## src/rtl/fp_norm_sequencer.sv

```systemverilog
// Multi-cycle normaliser for the butterfly FP add/sub path: carry right shift or
// bounded left shift (STEP bits per cycle), with zero/overflow/underflow detection.
module fp_norm_sequencer #(
    parameter int unsigned MW   = 24,
    parameter int unsigned EW   = 8,
    parameter int unsigned STEP = 8
) (
    input  logic          clk,
    input  logic          rst,
    input  logic          in_valid,
    output logic          in_ready,
    input  logic [MW-1:0] in_mant,
    input  logic [EW-1:0] in_exp,
    input  logic          in_carry,
    input  logic          in_as,
    input  logic          in_bs,
    output logic          out_valid,
    input  logic          out_ready,
    output logic [MW-1:0] out_mant,
    output logic [EW-1:0] out_exp,
    output logic          out_zero,
    output logic          out_ovf,
    output logic          out_unf,
    output logic          busy
);

    localparam int unsigned LZW = $clog2(MW + 1);
    localparam int unsigned CW  = (EW > LZW) ? EW : LZW;
    localparam logic [EW-1:0] EXP_ONES = '1;
    localparam logic [EW-1:0] OVF_TH   = EXP_ONES - EW'(1);

    typedef enum logic [1:0] {
        IDLE,
        CARRY,
        SHIFT,
        DONE
    } state_t;

    state_t        state_q;
    logic [MW-1:0] mant_q;
    logic [EW-1:0] exp_q;
    logic          zero_q;
    logic          ovf_q;
    logic          unf_q;

    logic [LZW-1:0] lz;
    logic [LZW-1:0] sh;
    logic [CW-1:0]  exp_w;
    logic [CW-1:0]  sh_w;

    // Scan upward so the highest set bit writes last and wins.
    always_comb begin
        lz = LZW'(MW);
        for (int unsigned i = 0; i < MW; i++) begin
            if (mant_q[i]) lz = LZW'(MW - 1 - i);
        end
        sh    = (lz > LZW'(STEP)) ? LZW'(STEP) : lz;
        exp_w = CW'(exp_q);
        sh_w  = CW'(sh);
    end

    always_ff @(posedge clk) begin
        if (rst) begin
            state_q <= IDLE;
            mant_q  <= '0;
            exp_q   <= '0;
            zero_q  <= 1'b0;
            ovf_q   <= 1'b0;
            unf_q   <= 1'b0;
        end else begin
            case (state_q)
                IDLE: begin
                    if (in_valid) begin
                        mant_q <= in_mant;
                        exp_q  <= in_exp;
                        zero_q <= 1'b0;
                        ovf_q  <= 1'b0;
                        unf_q  <= 1'b0;
                        if (!(in_as ^ in_bs)) begin
                            state_q <= in_carry ? CARRY : DONE;
                        end else if (in_mant == '0) begin
                            zero_q  <= 1'b1;
                            exp_q   <= '0;
                            state_q <= DONE;
                        end else if (in_mant[MW-1]) begin
                            state_q <= DONE;
                        end else begin
                            state_q <= SHIFT;
                        end
                    end
                end
                CARRY: begin
                    if (exp_q >= OVF_TH) begin
                        ovf_q  <= 1'b1;
                        exp_q  <= EXP_ONES;
                        mant_q <= '0;
                    end else begin
                        mant_q <= {1'b1, mant_q[MW-1:1]};
                        exp_q  <= exp_q + EW'(1);
                    end
                    state_q <= DONE;
                end
                SHIFT: begin
                    if (exp_w <= sh_w) begin
                        unf_q   <= 1'b1;
                        mant_q  <= '0;
                        exp_q   <= '0;
                        state_q <= DONE;
                    end else begin
                        // exp > sh here, so the narrowed subtrahend cannot wrap
                        mant_q <= mant_q << sh;
                        exp_q  <= exp_q - EW'(sh_w);
                        if (sh == lz) state_q <= DONE;
                    end
                end
                DONE: begin
                    if (out_ready) begin
                        zero_q  <= 1'b0;
                        ovf_q   <= 1'b0;
                        unf_q   <= 1'b0;
                        state_q <= IDLE;
                    end
                end
                default: state_q <= IDLE;
            endcase
        end
    end

    assign in_ready  = (state_q == IDLE);
    assign busy      = (state_q != IDLE);
    assign out_valid = (state_q == DONE);
    assign out_mant  = mant_q;
    assign out_exp   = exp_q;
    assign out_zero  = zero_q;
    assign out_ovf   = ovf_q;
    assign out_unf   = unf_q;

endmodule
```

## config.mk

```make
export PLATFORM = sky130hd
export DESIGN_NAME = fp_norm_sequencer
export DESIGN_NICKNAME = d
export VERILOG_FILES = /design/src/rtl/fp_norm_sequencer.sv
export SDC_FILE = /design/constraint.sdc
export NUM_CORES = 1
export LEC_CHECK = 0
export CAP_MARGIN = 20
export CORE_MARGIN = 3
export CORE_UTILIZATION = 49
export CTS_BUF_LIST = sky130_fd_sc_hd__clkbuf_16
export DETAILED_ROUTE_END_ITERATION = 16
export MAX_ROUTING_LAYER = met4
export PLACE_DENSITY = 0.88
export SYNTH_ARGS = -nofsm -noshare
export SYNTH_HDL_FRONTEND = slang
export SYNTH_SLANG_ARGS = --single-unit
```

## constraint.sdc

```tcl
create_clock -name clk -period 4 [get_ports clk]
set_input_delay 1.2 -clock clk [delete_from_list [all_inputs] [get_ports clk]]
set_output_delay 1.2 -clock clk [all_outputs]
set_load 0.02 [all_outputs]
```

### After elaboration in Yosys (flattened, before gate mapping)

Index checks and enable logic that the tools add are counted.

| cells by class | value |
|---|---|
| add/sub/neg operators | 2 |
| $lt $le $gt $ge | 3 |
| equal/unequal tests | 9 |
| shift operators | 1 |
| multiplexer cells | 54 |
| bitwise operators | 1 |
| reductions and logical operators | 12 |

Operator list:

| operator | number |
|---|---|
| 2-to-1 mux 5 bit | 24 |
| 2-to-1 mux 24 bit | 3 |
| case mux 24 bit (3 select lines) | 1 |
| 2-to-1 mux 8 bit | 5 |
| zero test 24 bit | 1 |
| case mux 8 bit (3 select lines) | 1 |
| << shifter 24 x 5 -> 24 bit | 1 |
| 2-to-1 mux 2 bit | 6 |
| 2-to-1 mux 1 bit | 9 |
| nonzero test 3 bit | 3 |
| adder 8 x 1 -> 8 bit (second input constant) | 1 |
| greater-or-equal comparator 8 bit (second input constant) | 1 |
| <= comparator 8 x 5 -> 1 bit | 1 |
| case mux 2 bit (4 select lines) | 1 |
| AND reduction 4 bit | 2 |
| subtractor 8 x 5 -> 8 bit | 1 |
| inequality test 2 bit (second input constant) | 3 |
| case mux 1 bit (3 select lines) | 2 |
| AND reduction 3 bit | 2 |
| == test 5 bit | 1 |
| greater-than comparator 5 x 4 -> 1 bit (second input constant) | 1 |
| == test 2 bit (second input constant) | 2 |
| 2-to-1 mux 4 bit | 1 |
| nonzero test 2 bit | 2 |
| 7 further kinds | 7 |

| word-level totals | value |
|---|---|
| flip-flop bits (word level) | 37 |
| input bits | 39 |
| output and inout bits | 38 |
| word-level logic and storage cells | 88 |

### Logic depth before layout (Yosys ltp)

Gate-level depths: netlist of run 1.

| depth | value |
|---|---|
| depth after elaboration | 30 |
| gate-level depth with buffers | 18 |
| depth with buffers taken out | 14 |

### Least setup slack after synthesis of run 1

OpenSTA, ideal clock, no wires.

| path | value |
|---|---|
| path kind | register -> register |
| from | register mant_q[23] (netlist: out_mant[23]) |
| to | register mant_q[21] (netlist: out_mant[21]) |
| setup time | 0.092 ns |
| data arrival time | 3.807 ns |
| required time | 3.908 ns |
| slack | 0.101 ns |
| cell stages (with the launch flop) | 19 |
| path buffers | 4 |
| clock period less this slack | 3.899 ns |
| cells stage by stage | dfxtp_1 > buf_6 > or4_4 > buf_6 > nor2_8 > inv_4 > nand4_4 > inv_4 > buf_6 > ha_1 > fa_1 > nand2b_1 > a211oi_1 > o21ai_1 > buf_2 > nand2b_1 > nor3_1 > o221ai_1 > o32ai_1 |

| on the way | value |
|---|---|
| cells in the longest elaborated chain, start to end | 6 |
| elaborated cells between the ends (all ways) | 7 |
| those cells by class | 2 x order compare; 1 x shift; 4 x mux |

Ends and longest elaborated chain:

| what | RTL line | source |
|---|---|---|
| start: declaration | 40 | `logic [MW-1:0] mant_q;` |
| start signal: assignment | 74 | `mant_q <= in_mant;` |
| start signal: assignment | 98 | `mant_q <= {1'b1, mant_q[MW-1:1]};` |
| start signal: assignment | 111 | `mant_q <= mant_q << sh;` |
| 2-to-1 mux 5 bit | 55 | `if (mant_q[i]) lz = LZW'(MW - 1 - i);` |
| greater-than comparator 5 x 4 -> 1 bit | 57 | `sh = (lz > LZW'(STEP)) ? LZW'(STEP) : lz;` |
| 2-to-1 mux 5 bit | 57 |  |
| <= comparator 8 x 5 -> 1 bit / << shifter 24 x 5 -> 24 bit (equally long branches) | 104, 111 |  |
| 2-to-1 mux 24 bit (*) | 104 | `if (exp_w <= sh_w) begin` |
| case mux 24 bit (3 select lines) (*) | 71 | `case (state_q)` |

Mark *: on every way between the ends. The rest lies on a longest branch, timed or not.
A chain may end at the register's enable or synchronous reset.

### Worst setup path after layout of run 1

| path | value |
|---|---|
| from | register mant_q[22] (netlist: out_mant[22]) |
| to | register exp_q[5] (netlist: out_exp[5]) |

| on the way | value |
|---|---|
| cells in the longest elaborated chain, start to end | 7 |
| elaborated cells between the ends (all ways) | 8 |
| those cells by class | 1 x add/sub; 2 x order compare; 5 x mux |

Ends and longest elaborated chain:

| what | RTL line | source |
|---|---|---|
| 2-to-1 mux 5 bit (*) (2 in a row) | 55 |  |
| greater-than comparator 5 x 4 -> 1 bit | 57 |  |
| 2-to-1 mux 5 bit (*) | 57 |  |
| subtractor 8 x 5 -> 8 bit / <= comparator 8 x 5 -> 1 bit (equally long branches) | 112, 104 |  |
| 2-to-1 mux 8 bit (*) | 104 |  |
| case mux 8 bit (3 select lines) (*) | 71 |  |
| end signal: assignment | 75 | `exp_q <= in_exp;` |
| end signal: assignment | 99 | `exp_q <= exp_q + EW'(1);` |
| end signal: assignment | 112 | `exp_q <= exp_q - EW'(sh_w);` |
| end: declaration | 41 | `logic [EW-1:0] exp_q;` |

Marked as above.

==> flow_summary.toml, run 1 <==
[job]
max_cap_violations = 0

[critical_path]
critPathRequiredTime_ps = 4210
rr_endpoint = "out_exp[5]"
timing.rr.start = "out_mant[22]"
cp.arrival_ps = 4110
reg2regPathDepth = 15
crit_type = "register to register"
endpoint_kind = "register"
cp-startpoint = "out_mant[22]"
r2r_setup_slack_ps = 100
cp_max_fo = 19
endpoint = "out_exp[5]"
critPathLaunchType = "register"

[sta]
drv_slew = 0
finClkSkew_ps = 5.78
tns_ps = 0
finalCritPeriodShare = 0.975
max_freq_mhz = 257
hold_violations = 0
slew_headroom = 0.554
setup_viol = 0
period_needed_ps = 3900
worst_pin_slew_ps = 669

[routing]
drt_iter0_drc = 692
viasPerCell = 6.94
dr_total_vias = 5226
drt-pass1-iter-count = 5
totalWireLength_um = 16600
avgRoutedWirePerCell_um = 22.1
drc_errors = 0
ant_nets = 0

[clocking]
cts_setup_buffers = 0
cts_resized = 0
cts_buffers = 5
clk_path_buf_depth = 2
clk_pin_slew_ps = 60
cts_tree = "done"
h-tree-depth = 2
clock_latency_ps = 290
cts-root-buf = "clkbuf_16"
hold_buffers = 0
clock_sinks = 37

[floorplanning]
initial_utilization = 0.510
ios = 77
die_w_um = 98.9
die_h_um = 98.9
fp-row-count = 33
core_um2 = 8300
die-area_um2 = 9790

[logic_synthesis]
ys_seq_area_frac = 0.175
synth_area_um2 = 4230
ys_types = 76
async_flop_share = 0
synth_area_leader_cell = "dfxtp_1"
synth_edf_count = 0
ys_top_cells_by_area = "dfxtp_1 (18%), mux2i_1 (7.3%), a21oi_1 (6.6%), o21ai_0 (5.2%), nor2_1 (5.0%)"
synth_warnings = 0
yosys_most_used_dff = "dfxtp_1"
avgSynthCellArea_um2 = 7.23
ys_ff_latch = 37
synth_nets = 638
synth_top_area_frac = 0.175
syn_inst = 585

[finish]
final_cell_mix = "clkdlybuf4s50_1 (76), a21oi_1 (56), nor2_1 (55), nand2_1 (48), o21ai_0 (44)"
fin_cells = 753
layout-drive-gt1-share = 0.128
fillers = 711
final_common_cell = "clkdlybuf4s50_1"
final_core_util = 0.633
multi_input_area_um2 = 3120
area_delta_synth_final_pct = 24.1
seq_area_um2 = 741
antennaDiodeCount = 0
nets = 700
design_area_um2 = 5250

[grt]
use_met1 = 0.416
grt_pass1_vias = 4999
grt_use_total = 0.336
grt_antenna_before_repair = 0
grt_util_met3 = 0.0609
grt_first_pass_wirelength_um = 26000
grt_start_max_net_pins = 34
top_usage_layer = "met2"
grt_overflow = 0
met2_usage = 0.532

[worst_hold_path]
worstHoldStart = "out_ovf"
worstHoldPathType = "register to register"

[placement]
placed_cells = 745
io_buffers = 76
gp_congestion = 1.10
hpwl_um = 11900
placed_area_um2 = 5100

[outcome]
status = "finished, final reports clean"
[per-stage QoR]
stage          setup WS (ps)  hold slack [ps]
2_1_floorplan            101              544
3_3_place_gp             343              478
3_5_place_dp             176              485
4_1_cts                  160              499
5_1_grt                -83.1              530
6_report                 102              500
[registers in the layout (all words and copies together) (netlist names)]
signal and flops:
state_q 2, out_exp 8, out_ovf 1, out_zero 1
out_mant 24, out_unf 1
[cell usage after synthesis, drive strengths merged, types with 5 or more instances]
cell type	n
o21ai	49
nand4	7
a21oi	58
nor3	19
o211ai	7
nor4	11
inv	15
nor2	58
or3	6
nor2b	7
nand2b	6
o22ai	10
ha	13
buf	20
a21o	6
a211o	8
a221oi	10
mux2i	31
o31ai	7
nand3	18
clkbuf	40
nand2	48
a31oi	6
dfxtp	37
and3	7
or2	5
mux2	9
or4	8
[kinds of logic after synthesis]
group                    Yosys count  synth area share
buffers and inverters             76            0.0928
other                              1          0.000886
AND/OR/NAND/NOR                  210             0.261
AO/OA/AOI/OAI                    200             0.315
multiplexers                      40            0.0982
adder cells (fa/ha/maj)           14            0.0432
XOR/XNOR                           7            0.0145
flip-flops                        37             0.175
[worst min-delay path by stage]
stage	end	depth (start not counted)	slack, ps
after global routing	out_ovf	2	530
after CTS	out_ovf	2	500
after global placement	out_ovf	2	480
after floorplan	state_q[1]	2	540
final	out_ovf	2	500
after detailed placement	out_unf	2	490
[worst max-delay path, stage by stage (launching register included)]
cell and delay [ps]:
dfxtp_1 420, nor3_2 300, nor4b_2 350, o2111ai_2 240
nand4_4 160, inv_4 40, ha_1 200, fa_1 420
nand2b_1 190, a211oi_1 320, o21ai_1 120, buf_4 230
nor4b_1 250, nor3_1 80, or3_1 350, a21oi_1 150
[metal layers]
metal  share of wire  vias to the layer above
li1                -                     2299
met1            0.37                     2413
met2            0.47                      424
met3            0.12                       90
met4           0.047                        0
met5               0                        -
[layout make-up]
type                       instances  share of cell area
clock buffer                       5              0.0238
clock inverter                     3             0.00214
inverter                          16              0.0126
multi-input combinational        472               0.595
sequential                        37               0.141
tap                              105              0.0250
timing repair buffer             115               0.201
Power of run 1 is left out: the tool's default activity adds up to more than one toggle a clock period on the data nets, which glitch-free logic cannot reach.
==> inputs of run 2 (changes only) <==
--- a/config.mk
+++ b/config.mk
@@ -7,11 +7,11 @@
 export LEC_CHECK = 0
 export CAP_MARGIN = 20
 export CORE_MARGIN = 3
-export CORE_UTILIZATION = 49
+export CORE_UTILIZATION = 54
 export CTS_BUF_LIST = sky130_fd_sc_hd__clkbuf_16
 export DETAILED_ROUTE_END_ITERATION = 16
 export MAX_ROUTING_LAYER = met4
-export PLACE_DENSITY = 0.88
+export PLACE_DENSITY = 0.92
 export SYNTH_ARGS = -nofsm -noshare
 export SYNTH_HDL_FRONTEND = slang
 export SYNTH_SLANG_ARGS = --single-unit
==> constraint.sdc (replaced) <==
create_clock -name clk -period 3.9 [get_ports clk]
set_input_delay 1.17 -clock clk [delete_from_list [all_inputs] [get_ports clk]]
set_output_delay 1.17 -clock clk [all_outputs]
set_load 0.02 [all_outputs]
==> run 2 against run 1 <==
Effect of this change: critical path depth stayed put; first-iteration DRC count is 4.0% lower; via count is 1.7% lower; non-clock buffer count stayed put; fmax is 5.1% higher; cell area is 0.33% lower; global-route usage is 3.6 points higher; sequential share of layout area hardly changed; critical path type unchanged; worst setup slack better by 88 ps; routed wire length is 2.5% lower; register-to-register slack better by 90 ps.
==> flow_summary.toml, run 2 (synthesized netlist as in run 1, its figures left out) <==
[placement]
io_buffers = 76
hpwl_um = 11800
gp_congestion = 1.05
dp_slack_ps = 146

[clocking]
cts_buffers = 5
cts-root-buf = "clkbuf_16"
h-tree-depth = 2
clk_pin_slew_ps = 60
cts_setup_buffers = 0
clock_sinks = 37
cts_tree = "done"
clk_path_buf_depth = 2
clock_latency_ps = 280

[routing]
dr_total_vias = 5137
viasPerCell = 6.89
met3WireLength_um = 1750
avgRoutedWirePerCell_um = 21.7
drt-pass1-iter-count = 5
wl_met2_um = 7460
drc_errors = 0
ant_nets = 0
wl_met1_um = 6350
drt_iter0_drc = 664
totalWireLength_um = 16200
top_layer = "met4"

[finish]
antennaDiodeCount = 0
area_delta_synth_final_pct = 23.7
layout-drive-gt1-share = 0.127
fillers = 619
final_common_cell = "clkdlybuf4s50_1"
largest_reg_flops = 24
final_cell_mix = "clkdlybuf4s50_1 (76), a21oi_1 (56), nor2_1 (55), nand2_1 (48), o21ai_0 (44)"
nets = 700

[critical_path]
r2r_setup_slack_ps = 190
crit_type = "register to register"
critPathRequiredTime_ps = 4110
endpoint_kind = "register"
cp.arrival_ps = 3920
crit_chain = "or4_4, nor2_8, inv_4, nand4_4, inv_4, ha_1, fa_1, nand2b_1, a211oi_2, o21ai_1, buf_4, nor4b_1, nor3_1, or3_1, a21oi_1"
slowest_stage = "or4_4"
rr_endpoint = "out_exp[5]"
reg2regPathDepth = 15
worstPathBufferInverterCount = 3
critPathMaxStageDelay_ps = 620
timing.rr.start = "out_mant[20]"
crit_top_cell = "inv_4"
crit_cells = 15
critPathLaunchType = "register"
cp_max_fo = 9
cp-startpoint = "out_mant[20]"
path_delay_family = "simple AND/OR/NAND/NOR gates"

[sta]
drv_slew = 0
slew_headroom = 0.355
rsz0062_at_grt = "no"
worst_pin_slew_ps = 968
finalCritPeriodShare = 0.951
period_needed_ps = 3710
hold_violations = 0
max_freq_mhz = 270
setup_viol = 0
finClkSkew_ps = 6.13
tns_ps = 0
worst_slack_ps = 190

[floorplanning]
fp-row-count = 31
die_h_um = 94.5
die-area_um2 = 8930
initial_utilization = 0.571
core_um2 = 7410
ios = 77
die_w_um = 94.5

[worst_hold_path]
worstHoldStart = "out_zero"
whs_path_depth = 2
worstHoldPathType = "register to register"
holdPathEnd = "out_zero"

[grt]
grt_pass1_vias = 4812
grt_start_max_net_pins = 35
grt_overflow = 0
grt_antenna_before_repair = 0
grt_use_total = 0.371
grt_first_pass_wirelength_um = 25400

[job]
max_cap_violations = 0

[outcome]
status = "finished, final reports clean"
[run 2: repair_timing]
| item | in CTS | in global routing |
|---|---|---|
| setup endpoints to repair | 0 | 9 |
| hold buffers | 0 | 0 |
| hold endpoints to repair | 0 | 0 |
| gates resized for setup | 0 | 2 |
[run 2: stage by stage]
step / hold slack (ps) / instances / instance area, um2 / util
2_1_floorplan: 544 / 585 / 4230 / -
3_3_place_gp: 478 / 739 / 5090 / 0.687
3_5_place_dp: 508 / 739 / 5090 / 0.687
4_1_cts: 525 / 746 / 5220 / 0.705
5_1_grt: 550 / 746 / 5240 / 0.707
6_report: 513 / 746 / 5240 / 0.707
[run 2: worst reg2reg max path: stages (launching register included)]
cell and delay [ps]:
dfxtp_1 380, or4_4 620, nor2_8 190, inv_4 90, nand4_4 110, inv_4 40, ha_1 200, fa_1 410
nand2b_1 190, a211oi_2 240, o21ai_1 130, buf_4 180, nor4b_1 260, nor3_1 80, or3_1 360, a21oi_1 160
[run 2: worst max path at each step]
stage,slack (ps),endpoint
floorplan,0.9,out_mant[21]
global placement,340,out_exp[5]
detailed placement,150,out_exp[5]
CTS,130,out_exp[5]
global route,30,out_exp[5]
finish,190,out_exp[5]
[run 2: layout make-up]
class	instances	area, um2	area share
clock inverters	2	7.51	0.00143
multi-input cells	472	3120	0.596
inverters	16	66.3	0.0127
well taps	99	124	0.0237
flip-flops and latches	37	741	0.141
repair buffers	115	1050	0.201
clock buffers	5	125	0.0239
[run 2: per-layer routing]
layer	GRT usage	vias up
met5	-	-
met3	0.0685	65
met2	0.576	379
met4	0.155	0
met1	0.475	2398
li1	-	2295
Power of run 2 is left out for the same reason.
==> inputs of run 3 (changes only) <==
--- a/config.mk
+++ b/config.mk
@@ -11,7 +11,8 @@
 export CTS_BUF_LIST = sky130_fd_sc_hd__clkbuf_16
 export DETAILED_ROUTE_END_ITERATION = 16
 export MAX_ROUTING_LAYER = met4
-export PLACE_DENSITY = 0.92
+export PLACE_DENSITY = 0.9
+export RECOVER_POWER = 50
 export SYNTH_ARGS = -nofsm -noshare
 export SYNTH_HDL_FRONTEND = slang
 export SYNTH_SLANG_ARGS = --single-unit
==> run 3 against run 2 <==
Effect of this change: clock skew barely moved; sequential share of layout area fell by 0.097 points; fmax grew 1.4%; clock-buffer cell count stayed put; register-to-register slack improved by 50 ps; highest routed layer unchanged; routed wire length is 1.5% higher; critical path type unchanged; non-clock buffer count grew 5; first-iteration DRC count rose by 0.75%; core utilization rose by 0.49 points; sequential cell count unchanged; worst setup slack improved by 50 ps; critical endpoint is now out_mant[9]; cell area rose by 0.69%.
==> flow_summary.toml, run 3 (synthesized netlist as in run 1, its figures left out) <==
[routing]
avgRoutedWirePerCell_um = 21.9
totalWireLength_um = 16400
ant_nets = 0
drt-pass1-iter-count = 7
dr_total_vias = 5178
drc_errors = 0
viasPerCell = 6.89
drt_iter0_drc = 669

[finish]
antennaDiodeCount = 0
layout-drive-gt1-share = 0.133
nets = 705
final_cell_mix = "a21oi_1 (56), nor2_1 (55), nand2_1 (48), o21ai_0 (44), buf_4 (44)"
design_area_um2 = 5270
largest_reg_flops = 24
final_common_cell = "a21oi_1"
fillers = 615
fin_cells = 752
area_delta_synth_final_pct = 24.6

[critical_path]
crit_chain = "or4_4, nor2_8, inv_4, nand4_4, inv_4, ha_1, fa_1, nand2b_1, a211oi_1, o21ai_1, nand2b_1, buf_4, o21ai_0, nor4b_2"
cp.arrival_ps = 3850
crit_type = "register to register"
critPathMaxStageDelay_ps = 620
critPathLaunchType = "register"
critPathRequiredTime_ps = 4090
cp_max_fo = 9
slowest_stage = "or4_4"
endpoint_kind = "register"

[grt]
grt_antenna_before_repair = 0
grt_use_total = 0.376
grt_overflow = 0
grt_start_max_net_pins = 26
grt_first_pass_wirelength_um = 25500
grt_pass1_vias = 4820

[floorplanning]
fp-row-count = 31
die_h_um = 94.5
initial_utilization = 0.571
die_w_um = 94.5
ios = 77
die-area_um2 = 8930
core_um2 = 7410

[placement]
placed_cells = 744
placed_area_um2 = 5130
io_buffers = 76
gp_congestion = 1.01
hpwl_um = 12000

[clocking]
cts_tree = "done"
clk_path_buf_depth = 2
h-tree-depth = 2
cts_buffers = 5
cts_resized = 0
cts_setup_buffers = 0
hold_buffers = 0
cts-root-buf = "clkbuf_16"
clock_sinks = 37
clk_pin_slew_ps = 60
clock_latency_ps = 280

[sta]
worst_pin_slew_ps = 1090
slew_headroom = 0.272
drv_slew = 0
finClkSkew_ps = 6.42
period_needed_ps = 3660
hold_violations = 0
rsz0062_at_grt = "no"
setup_viol = 0
max_freq_mhz = 273
finalCritPeriodShare = 0.938
tns_ps = 0

[outcome]
status = "finished, final reports clean"

[worst_hold_path]
worstHoldPathType = "register to register"

[job]
max_cap_violations = 0
## run 3: cell types whose count changed in the layout (fill, tap and decap cells not counted), sizes merged
cell           change
clkdlybuf4s50     -36
dlygate4sd3       +36
buf                +5
clkinv             +2
inv                -1
## run 3: through the flow
step | setup slack [ps] | utilization | hold WS [ps]
4_1_cts | 230 | 0.711 | 496
2_1_floorplan | 0.891 | - | 544
3_3_place_gp | 354 | 0.692 | 475
3_5_place_dp | 246 | 0.692 | 483
6_report | 241 | 0.712 | 494
5_1_grt | 3.48 | 0.712 | 519
## run 3: cell type report
class	count	area (um2)	area share
Multi-Input combinational cell	472	3110	0.590
Inverter	16	66.3	0.0126
Clock buffer	5	125	0.0237
Tap cell	99	124	0.0235
Sequential cell	37	741	0.141
Timing Repair Buffer	120	1090	0.207
Clock inverter	3	12.5	0.00237
## run 3: routing by layer
layer | up-vias | GRT usage | share of wire
li1 | 2302 | - | -
met1 | 2402 | 0.479 | 0.38
met3 | 69 | 0.0717 | 0.12
met4 | 0 | 0.190 | 0.044
met2 | 405 | 0.569 | 0.45
met5 | - | - | 0
## run 3: worst max-delay path, delay by kind of cell, from the launching register on
kind / cells / cell delay [ps]
AND/OR/NAND/NOR: 6 / 1610
adder cells (fa/ha/maj): 2 / 590
flip-flops: 1 / 350
AO/OA/AOI/OAI: 3 / 690
buffers and inverters: 3 / 320
## run 3: worst paths after layout
check,startpoint,endpoint,slack (ps),cells past startpoint
max,out_mant[20],out_mant[9],240,14
min,out_zero,out_zero,490,2
max reg2reg,out_mant[20],out_mant[9],240,14
min reg2reg,out_zero,out_zero,490,2
Power of run 3 is left out for the same reason.
